$ cat config.mk
export PLATFORM = sky130hd
export DESIGN_NAME = uart_rx_link
export DESIGN_NICKNAME = d
export VERILOG_FILES = /design/src/rtl/uart_pkg.sv /design/src/rtl/uart_rx_fifo.sv /design/src/rtl/uart_rx_link.sv
export SDC_FILE = /design/constraint.sdc
export NUM_CORES = 1
export LEC_CHECK = 0
export ABC_AREA = 1
export CAP_MARGIN = 0
export CORE_MARGIN = 1
export CORE_UTILIZATION = 35
export CTS_BUF_LIST = sky130_fd_sc_hd__clkbuf_8
export CTS_CLUSTER_DIAMETER = 100
export DETAILED_ROUTE_END_ITERATION = 10
export GPL_TIMING_DRIVEN = 0
export HOLD_SLACK_MARGIN = 0.02
export PLACE_DENSITY = 0.55
export SYNTH_ARGS = -nofsm -noshare
export SYNTH_HDL_FRONTEND = slang
export SYNTH_SLANG_ARGS = --single-unit
$ cat constraint.sdc
create_clock -name clk -period 1.9 [get_ports clk]
set_input_delay 0.19 -clock clk [delete_from_list [all_inputs] [get_ports clk]]
set_output_delay 0.19 -clock clk [all_outputs]
set_load 0.02 [all_outputs]
$ cat src/rtl/uart_pkg.sv
// Shared UART definitions: receive FSM states, default bit period and byte width.
// Also used by the transmit side of audioEngine.
package uart_pkg;

  localparam int DEFAULT_CLKS_PER_BIT = 40;
  localparam int BYTE_W = 8;

  typedef enum logic [2:0] {
    ST_IDLE,
    ST_START,
    ST_DATA,
    ST_STOP,
    ST_WAIT_HIGH
  } uart_state_t;

endpackage

$ cat src/rtl/uart_rx_fifo.sv
// First-word-fall-through receive FIFO with a registered output stage.
// The output register counts toward DEPTH, so the FIFO holds exactly DEPTH bytes.
module uart_rx_fifo
  import uart_pkg::*;
#(
  parameter int DEPTH = 16
) (
  input  logic              clk,
  input  logic              rst,
  input  logic              wr_en,
  input  logic [BYTE_W-1:0] wr_data,
  input  logic              rd_en,
  output logic [BYTE_W-1:0] rd_data,
  output logic              rd_valid,
  output logic              full
);

  localparam int AW = $clog2(DEPTH);

  logic [BYTE_W-1:0] mem [DEPTH];
  logic [AW:0]       wr_ptr_reg;
  logic [AW:0]       rd_ptr_reg;
  logic [AW:0]       mem_count;
  logic [AW+1:0]     total_count;
  logic [BYTE_W-1:0] out_data_reg;
  logic              out_valid_reg;
  logic              pop;
  logic              push;
  logic              load;

  assign mem_count   = wr_ptr_reg - rd_ptr_reg;
  assign total_count = {1'b0, mem_count} + {{(AW + 1){1'b0}}, out_valid_reg};
  assign full        = (total_count == (AW + 2)'(DEPTH));
  assign pop         = rd_en && out_valid_reg;
  // A write into a full FIFO is still accepted when the head leaves in the same cycle.
  assign push        = wr_en && (!full || pop);
  assign load        = (mem_count != '0) && (!out_valid_reg || pop);

  always_ff @(posedge clk) begin
    if (push) begin
      mem[wr_ptr_reg[AW-1:0]] <= wr_data;
    end
  end

  always_ff @(posedge clk) begin
    if (rst) begin
      wr_ptr_reg    <= '0;
      rd_ptr_reg    <= '0;
      out_data_reg  <= '0;
      out_valid_reg <= 1'b0;
    end else begin
      if (push) begin
        wr_ptr_reg <= wr_ptr_reg + (AW + 1)'(1);
      end
      if (load) begin
        out_data_reg  <= mem[rd_ptr_reg[AW-1:0]];
        rd_ptr_reg    <= rd_ptr_reg + (AW + 1)'(1);
        out_valid_reg <= 1'b1;
      end else if (pop) begin
        out_valid_reg <= 1'b0;
      end
    end
  end

  assign rd_data  = out_data_reg;
  assign rd_valid = out_valid_reg;

endmodule

$ cat src/rtl/uart_rx_link.sv
// 8N1 UART receiver with ready/valid output. Define UART_RX_FIFO_EN to buffer
// received bytes in a FIFO_DEPTH-entry FIFO instead of a single holding register.
module uart_rx_link
  import uart_pkg::*;
#(
  parameter int CLKS_PER_BIT = DEFAULT_CLKS_PER_BIT,
  parameter int FIFO_DEPTH   = 16
) (
  input  logic              clk,
  input  logic              rst,
  input  logic              ftdi_rx,
  output logic [BYTE_W-1:0] rx_data,
  output logic              rx_valid,
  input  logic              rx_ready,
  output logic              frame_err,
  output logic              overrun,
  output logic              busy
);

  localparam int CW = $clog2(CLKS_PER_BIT);
  localparam logic [CW-1:0] HALF_LAST = CW'(CLKS_PER_BIT / 2 - 1);
  localparam logic [CW-1:0] BIT_LAST  = CW'(CLKS_PER_BIT - 1);

  uart_state_t       state_reg;
  logic [1:0]        sync_reg;
  logic              prev_reg;
  logic [CW-1:0]     cnt_reg;
  logic [2:0]        bit_idx_reg;
  logic [BYTE_W-1:0] shift_reg;
  logic              commit_reg;
  logic [BYTE_W-1:0] commit_data_reg;
  logic              frame_err_reg;
  logic              line;
  logic              pop;

  assign line = sync_reg[1];

  always_ff @(posedge clk) begin
    if (rst) begin
      sync_reg        <= 2'b11;
      prev_reg        <= 1'b1;
      state_reg       <= ST_IDLE;
      cnt_reg         <= '0;
      bit_idx_reg     <= '0;
      shift_reg       <= '0;
      commit_reg      <= 1'b0;
      commit_data_reg <= '0;
      frame_err_reg   <= 1'b0;
    end else begin
      sync_reg      <= {sync_reg[0], ftdi_rx};
      prev_reg      <= line;
      commit_reg    <= 1'b0;
      frame_err_reg <= 1'b0;
      case (state_reg)
        ST_IDLE: begin
          if (prev_reg && !line) begin
            state_reg <= ST_START;
            cnt_reg   <= '0;
          end
        end
        ST_START: begin
          if (cnt_reg == HALF_LAST) begin
            cnt_reg     <= '0;
            bit_idx_reg <= '0;
            state_reg   <= line ? ST_IDLE : ST_DATA;
          end else begin
            cnt_reg <= cnt_reg + CW'(1);
          end
        end
        ST_DATA: begin
          if (cnt_reg == BIT_LAST) begin
            cnt_reg   <= '0;
            shift_reg <= {line, shift_reg[BYTE_W-1:1]};
            if (bit_idx_reg == 3'd7) begin
              state_reg <= ST_STOP;
            end else begin
              bit_idx_reg <= bit_idx_reg + 3'd1;
            end
          end else begin
            cnt_reg <= cnt_reg + CW'(1);
          end
        end
        ST_STOP: begin
          if (cnt_reg == BIT_LAST) begin
            cnt_reg <= '0;
            if (line) begin
              commit_reg      <= 1'b1;
              commit_data_reg <= shift_reg;
              state_reg       <= ST_IDLE;
            end else begin
              frame_err_reg <= 1'b1;
              state_reg     <= ST_WAIT_HIGH;
            end
          end else begin
            cnt_reg <= cnt_reg + CW'(1);
          end
        end
        ST_WAIT_HIGH: begin
          if (line) begin
            state_reg <= ST_IDLE;
          end
        end
        default: state_reg <= ST_IDLE;
      endcase
    end
  end

  assign busy      = (state_reg != ST_IDLE);
  assign frame_err = frame_err_reg;
  assign pop       = rx_valid && rx_ready;

  // Empty block whose name flags an illegal depth in elaboration reports.
  if (FIFO_DEPTH < 2 || (FIFO_DEPTH & (FIFO_DEPTH - 1)) != 0) begin : g_fifo_depth_not_pow2
  end

`ifdef UART_RX_FIFO_EN
  logic fifo_full;

  uart_rx_fifo #(
    .DEPTH(FIFO_DEPTH)
  ) u_fifo (
    .clk     (clk),
    .rst     (rst),
    .wr_en   (commit_reg),
    .wr_data (commit_data_reg),
    .rd_en   (rx_ready),
    .rd_data (rx_data),
    .rd_valid(rx_valid),
    .full    (fifo_full)
  );

  assign overrun = commit_reg && fifo_full && !pop;
`else
  logic [BYTE_W-1:0] hold_data_reg;
  logic              hold_valid_reg;

  always_ff @(posedge clk) begin
    if (rst) begin
      hold_data_reg  <= '0;
      hold_valid_reg <= 1'b0;
    end else if (commit_reg && (!hold_valid_reg || pop)) begin
      hold_data_reg  <= commit_data_reg;
      hold_valid_reg <= 1'b1;
    end else if (pop) begin
      hold_valid_reg <= 1'b0;
    end
  end

  assign rx_data  = hold_data_reg;
  assign rx_valid = hold_valid_reg;
  assign overrun  = commit_reg && hold_valid_reg && !pop;
`endif

endmodule

### Word level (Yosys, flattened, before mapping)

Cells that the tools add are included.

* register bits after elaboration: 42
* input port bits: 4
* output and inout bits: 12
* word-level logic and storage cells: 71

* add/subtract/negate cells: 2
* eq/ne operators: 14
* multiplexer cells: 21
* bitwise logic cells: 2
* reduce and logical (&&, ||, !) cells: 21

Operator list (number)
* 2-to-1 mux 3 bit: 10
* 2-to-1 mux 6 bit: 3
* one-hot mux 6 bit (3 select lines): 1
* one-hot mux 3 bit (5 select lines): 1
* != test 2 bit, second input constant: 7
* adder 6 x 1 -> 6 bit, second input constant: 1
* == test 3 x 2 -> 1 bit, second input constant: 2
* == test 3 bit, second input constant: 2
* == test 6 x 5 -> 1 bit, second input constant: 1
* == test 6 bit, second input constant: 1
* one-hot mux 3 bit (2 select lines): 1
* AND reduction 6 bit: 1
* nonzero test 3 bit: 2
* logical AND 1 bit: 5
* 2-to-1 mux 1 bit: 4
* AND reduction 2 bit: 2
* AND reduction 4 bit: 1
* nonzero test 2 bit: 2
* adder 3 x 1 -> 3 bit, second input constant: 1
* == test 3 x 1 -> 1 bit, second input constant: 1
* zero test 1 bit: 3
* zero test 3 bit: 1
* AND reduction 3 bit: 1
* OR reduction 3 bit: 1
* 4 further kinds: 5

### Logic depth before layout (Yosys ltp)

Gate-level depths: netlist (run 1).

* word-level depth: 4
* depth in mapped cells: 10
* gate-level depth less buffers: 10

### Least setup slack after synthesis (run 1)

Ideal clock, no wire load.

* kind: register to register
* start point: reg cnt_reg[0]
* end point: reg commit_data_reg[6]
* arrival: 1.288 ns
* data required time: 1.784 ns
* path slack: 0.496 ns
* cell stages (with the launch flop): 10
* buffers on the path: 1
* period minus slack after synthesis: 1.404 ns
* path through: dfxtp_1 -> ha_1 -> nand2_1 -> nor2_1 -> nand2_2 -> inv_1 -> nand3_2 -> buf_6 -> o21ai_1 -> a21oi_1

* longest elaborated chain between the ends: 2

RTL lines
* start, declared: line uart_rx_link.sv:27 `logic [CW-1:0] cnt_reg;`
* start signal, assigned: line uart_rx_link.sv:67 `cnt_reg <= cnt_reg + CW'(1);`
* start signal, assigned: line uart_rx_link.sv:80 `cnt_reg <= cnt_reg + CW'(1);`
* start signal, assigned: line uart_rx_link.sv:95 `cnt_reg <= cnt_reg + CW'(1);`
* == test 6 bit: line uart_rx_link.sv:84 `if (cnt_reg == BIT_LAST) begin`
* AND reduction 3 bit (no source line)
* end signal, assigned: line uart_rx_link.sv:88 `commit_data_reg <= shift_reg;`
* end, declared: line uart_rx_link.sv:31 `logic [BYTE_W-1:0] commit_data_reg;`

No other way between the ends.
A chain may end at the register's enable or synchronous reset.

### Worst setup path after layout (run 1)

* start point: reg state_reg[0]
* end point: out busy

* longest elaborated chain between the ends: 1

RTL lines
* start, declared: line uart_rx_link.sv:24 `uart_state_t state_reg;`
* start signal, assigned: line uart_rx_link.sv:65 `state_reg <= line ? ST_IDLE : ST_DATA;`
* nonzero test 3 bit: line uart_rx_link.sv:108 `assign busy = (state_reg != ST_IDLE);`
* end, declared: line uart_rx_link.sv:17 `output logic busy`

No other way between the ends.

==> results of run 1 <==
[layout by cell type (no fill, tap or decap), types with 5 or more instances in the layout]
cell type,n
clkbuf_8,5
dfxtp_1,42
nor2_1,34
a21oi_1,25
nand2_2,5
nand2_1,26
inv_1,27
nand3_1,11
clkdlybuf4s50_1,14
o21ai_0,29
[per-layer routing]
layer	up-vias	GRT usage, %
met5	-	0
met4	0	5.88
met3	5	4.31
met2	27	22.9
met1	610	20.0
li1	771	-
[through the flow]
stage / area [µm²] / power, µW / utilization (%) / setup WS [ns]
floorplan: 1730 / 1480 / - / 0.496
global placement: 1950 / 1650 / 41.3 / 0.201
detailed placement: 1950 / 1650 / 41.3 / 0.189
CTS: 2060 / 2370 / 43.7 / 0.185
global route: 2060 / 2500 / 43.7 / 0.113
finish: 2060 / 2350 / 43.7 / 0.199
[worst max path at each step]
| stage | start | end | depth (start not counted) |
|---|---|---|---|
| finish | state_reg[0] | busy | 3 |
| global placement | rx_ready | rx_data[5] | 8 |
| global route | cnt_reg[0] | commit_data_reg[6] | 9 |
| CTS | state_reg[0] | busy | 3 |
| floorplan | cnt_reg[0] | commit_data_reg[6] | 9 |
| detailed placement | rx_ready | rx_data[5] | 8 |
[layout make-up]
| cell class | count | share of cell area [%] |
|---|---|---|
| Sequential cell | 42 | 40.8 |
| Inverter | 30 | 5.46 |
| Timing Repair Buffer | 14 | 6.80 |
| Clock inverter | 3 | 2.12 |
| Multi-Input combinational cell | 148 | 35.6 |
| Tap cell | 67 | 4.07 |
| Buffer | 7 | 1.88 |
| Clock buffer | 5 | 3.34 |
[power groups by stage]
stage / Sequential [µW] / Combinational (µW) / Clock (µW)
global placement: 1010 / 639 / 0
finish: 990 / 636 / 725
detailed placement: 1010 / 639 / 0
global route: 997 / 723 / 783
floorplan: 997 / 484 / 0
CTS: 990 / 642 / 743
[cell families after synthesis]
kind of cell	count (synthesis)	synth area share (%)
DFF	42	48.7
AOI/OAI and AO/OA	56	16.4
adders and majority gates	3	2.18
xor gates and xnor gates	1	0.508
and+or+nand+nor	88	23.4
buffers and inverters	37	8.77
==> results.sh, run 1 <==
export IMPL_syn_cell_area_mm2=0.00173
export IMPL_hold_ws_ns=0.292
export IMPL_netlist_instances=227
export IMPL_worst_slew_pin_slew_ns=0.478
export IMPL_grt_pass1_vias=1308
export IMPL_diodes=0
export IMPL_wl_met1_um=1780
export IMPL_async_flop_share_pct=0
export IMPL_grt_usage_pct=15.0
export IMPL_ys_top_cells_by_area="dfxtp_1, o21ai_0, nor2_1, a21oi_1, inv_1"
export IMPL_cts_buffers=5
export IMPL_synth_top_area_cell="dfxtp_1"
export IMPL_io_pins=16
export IMPL_first_pass_iters=4
export IMPL_drv_cap=0
export IMPL_crit_chain="nor2_1 -> nand2_1 -> clkdlybuf4s50_1"
export IMPL_slowest_delay_ns=0.59
export IMPL_ir_drop_mv=0.429
export IMPL_antenna_found_initial=0
export IMPL_cpLargestDelayFamily="buffers and inverters"
export IMPL_synth_edf_count=0
export IMPL_critical_path_class="reg2out"
export IMPL_rsz0062_at_grt="false"
export IMPL_multi_input_comb_area_um2=733
export IMPL_period_minus_slack_ns=1.70
export IMPL_pwr_share_comb_pct=27.0
export IMPL_drtAntennaViolNets=0
export IMPL_yosysTopAreaCellShare_pct=48.7
export IMPL_whs_endpoint="commit_reg"
export IMPL_core_mm2=0.00472
export IMPL_cts_buffer_depth=2
export IMPL_sw_frac_of_total_pct=34.9
export IMPL_fin_crit_sh_pct=89.5
export IMPL_worstPathArrival_ns=1.51
export IMPL_clk_pin_slew_ns=0.08
export IMPL_yosys_warnings=0
export IMPL_reg2reg_depth=9
export IMPL_fill_cells=481
export IMPL_wl_met2_um=1420
export IMPL_clock_skew_ns=0.0103
export IMPL_switching_power_uw=820
export IMPL_post_cts_buffers=0
export IMPL_gp_congestion=0.897
export IMPL_drc_errors=0
export IMPL_rows=25
export IMPL_relSlewSlack_pct=68.1
export IMPL_yosysUniqueCellTypes=25
export IMPL_rrSetupSlack_ns=0.28
export IMPL_synthesis_nets=234
export IMPL_synthTopCellsByCount="dfxtp_1, nor2_1, o21ai_0, inv_1, nand2_1"
export IMPL_yosysSeqAreaShare_pct=48.7
export IMPL_worst_path_max_delay_cell="clkdlybuf4s50_1"
export IMPL_cts_tree="done"
export IMPL_dp_hpwl_um=2430
export IMPL_worstPathMaxFanout=5
export IMPL_drt_iter0_markers=59
export IMPL_setup_viol=0
export IMPL_layout_drive_gt1_share_pct=10.8
export IMPL_maxSlewViolCount=0
export IMPL_cts_resized=0
export IMPL_finalHoldViolations=0
export IMPL_power_density_mw_per_mm2=1140
export IMPL_endpoint_kind="primary output"
export IMPL_cellInternalPower_uw=1530
export IMPL_p_leak_uw=0.000867
export IMPL_fp_dieH_um=72.2
export IMPL_r2r_start="cnt_reg[0]"
export IMPL_top_layer_used="met4"
export IMPL_syn2layout_area_growth_pct=19.5
export IMPL_vias=1413
export IMPL_status="finished clean"
export IMPL_clock_latency_ns=0.30
export IMPL_cts_root_buffer="clkbuf_8"
export IMPL_start_kind="flip-flop"
export IMPL_routed_wl_met3_um=178
export IMPL_overflow=0
export IMPL_stdcell_count=316
export IMPL_hold_path_startpoint="rst"
export IMPL_whs_path_depth=2
export IMPL_pwr_share_clk_pct=30.8
export IMPL_fin_tns_setup_ns=0
export IMPL_synth_most_common_cell="dfxtp_1"
export IMPL_fmax_ghz=0.588
export IMPL_sequentialPowerShare_pct=42.1
export IMPL_wire_per_inst_um=10.8
export IMPL_nets=255
export IMPL_hold_path_class="in2reg"
export IMPL_required_ns=1.71
export IMPL_synth_ff_type="dfxtp_1"
export IMPL_cts_sinks=42
export IMPL_start_util_pct=36.5
export IMPL_place_inst=308
export IMPL_grt_max_degree=15
export IMPL_ys_ff_latch=42
export IMPL_die_w_um=72.2
export IMPL_worst_path_buf_inv=1
export IMPL_grt_pass1_wl_um=6040
export IMPL_drt_wl_total_um=3420
export IMPL_viasPerCell=4.47
export IMPL_postCtsHoldBufs=0
export IMPL_r2r_end="commit_data_reg[6]"
export IMPL_die_area_mm2=0.00521
export IMPL_h_tree_depth=2
export IMPL_portBuffers=14
export IMPL_register_area_um2=841
export IMPL_syn_area_per_cell_um2=7.60
Note: power is estimated with default switching activity, not from simulation.
==> run 2: changes to the inputs <==
--- a/config.mk
+++ b/config.mk
@@ -6,10 +6,9 @@
 export NUM_CORES = 1
 export LEC_CHECK = 0
 export ABC_AREA = 1
-export CAP_MARGIN = 0
+export CAP_MARGIN = 20
 export CORE_MARGIN = 1
 export CORE_UTILIZATION = 35
-export CTS_BUF_LIST = sky130_fd_sc_hd__clkbuf_8
 export CTS_CLUSTER_DIAMETER = 100
 export DETAILED_ROUTE_END_ITERATION = 10
 export GPL_TIMING_DRIVEN = 0
==> results of run 2 <==
Final layout, timing and power as in run 1 (identical DEF).
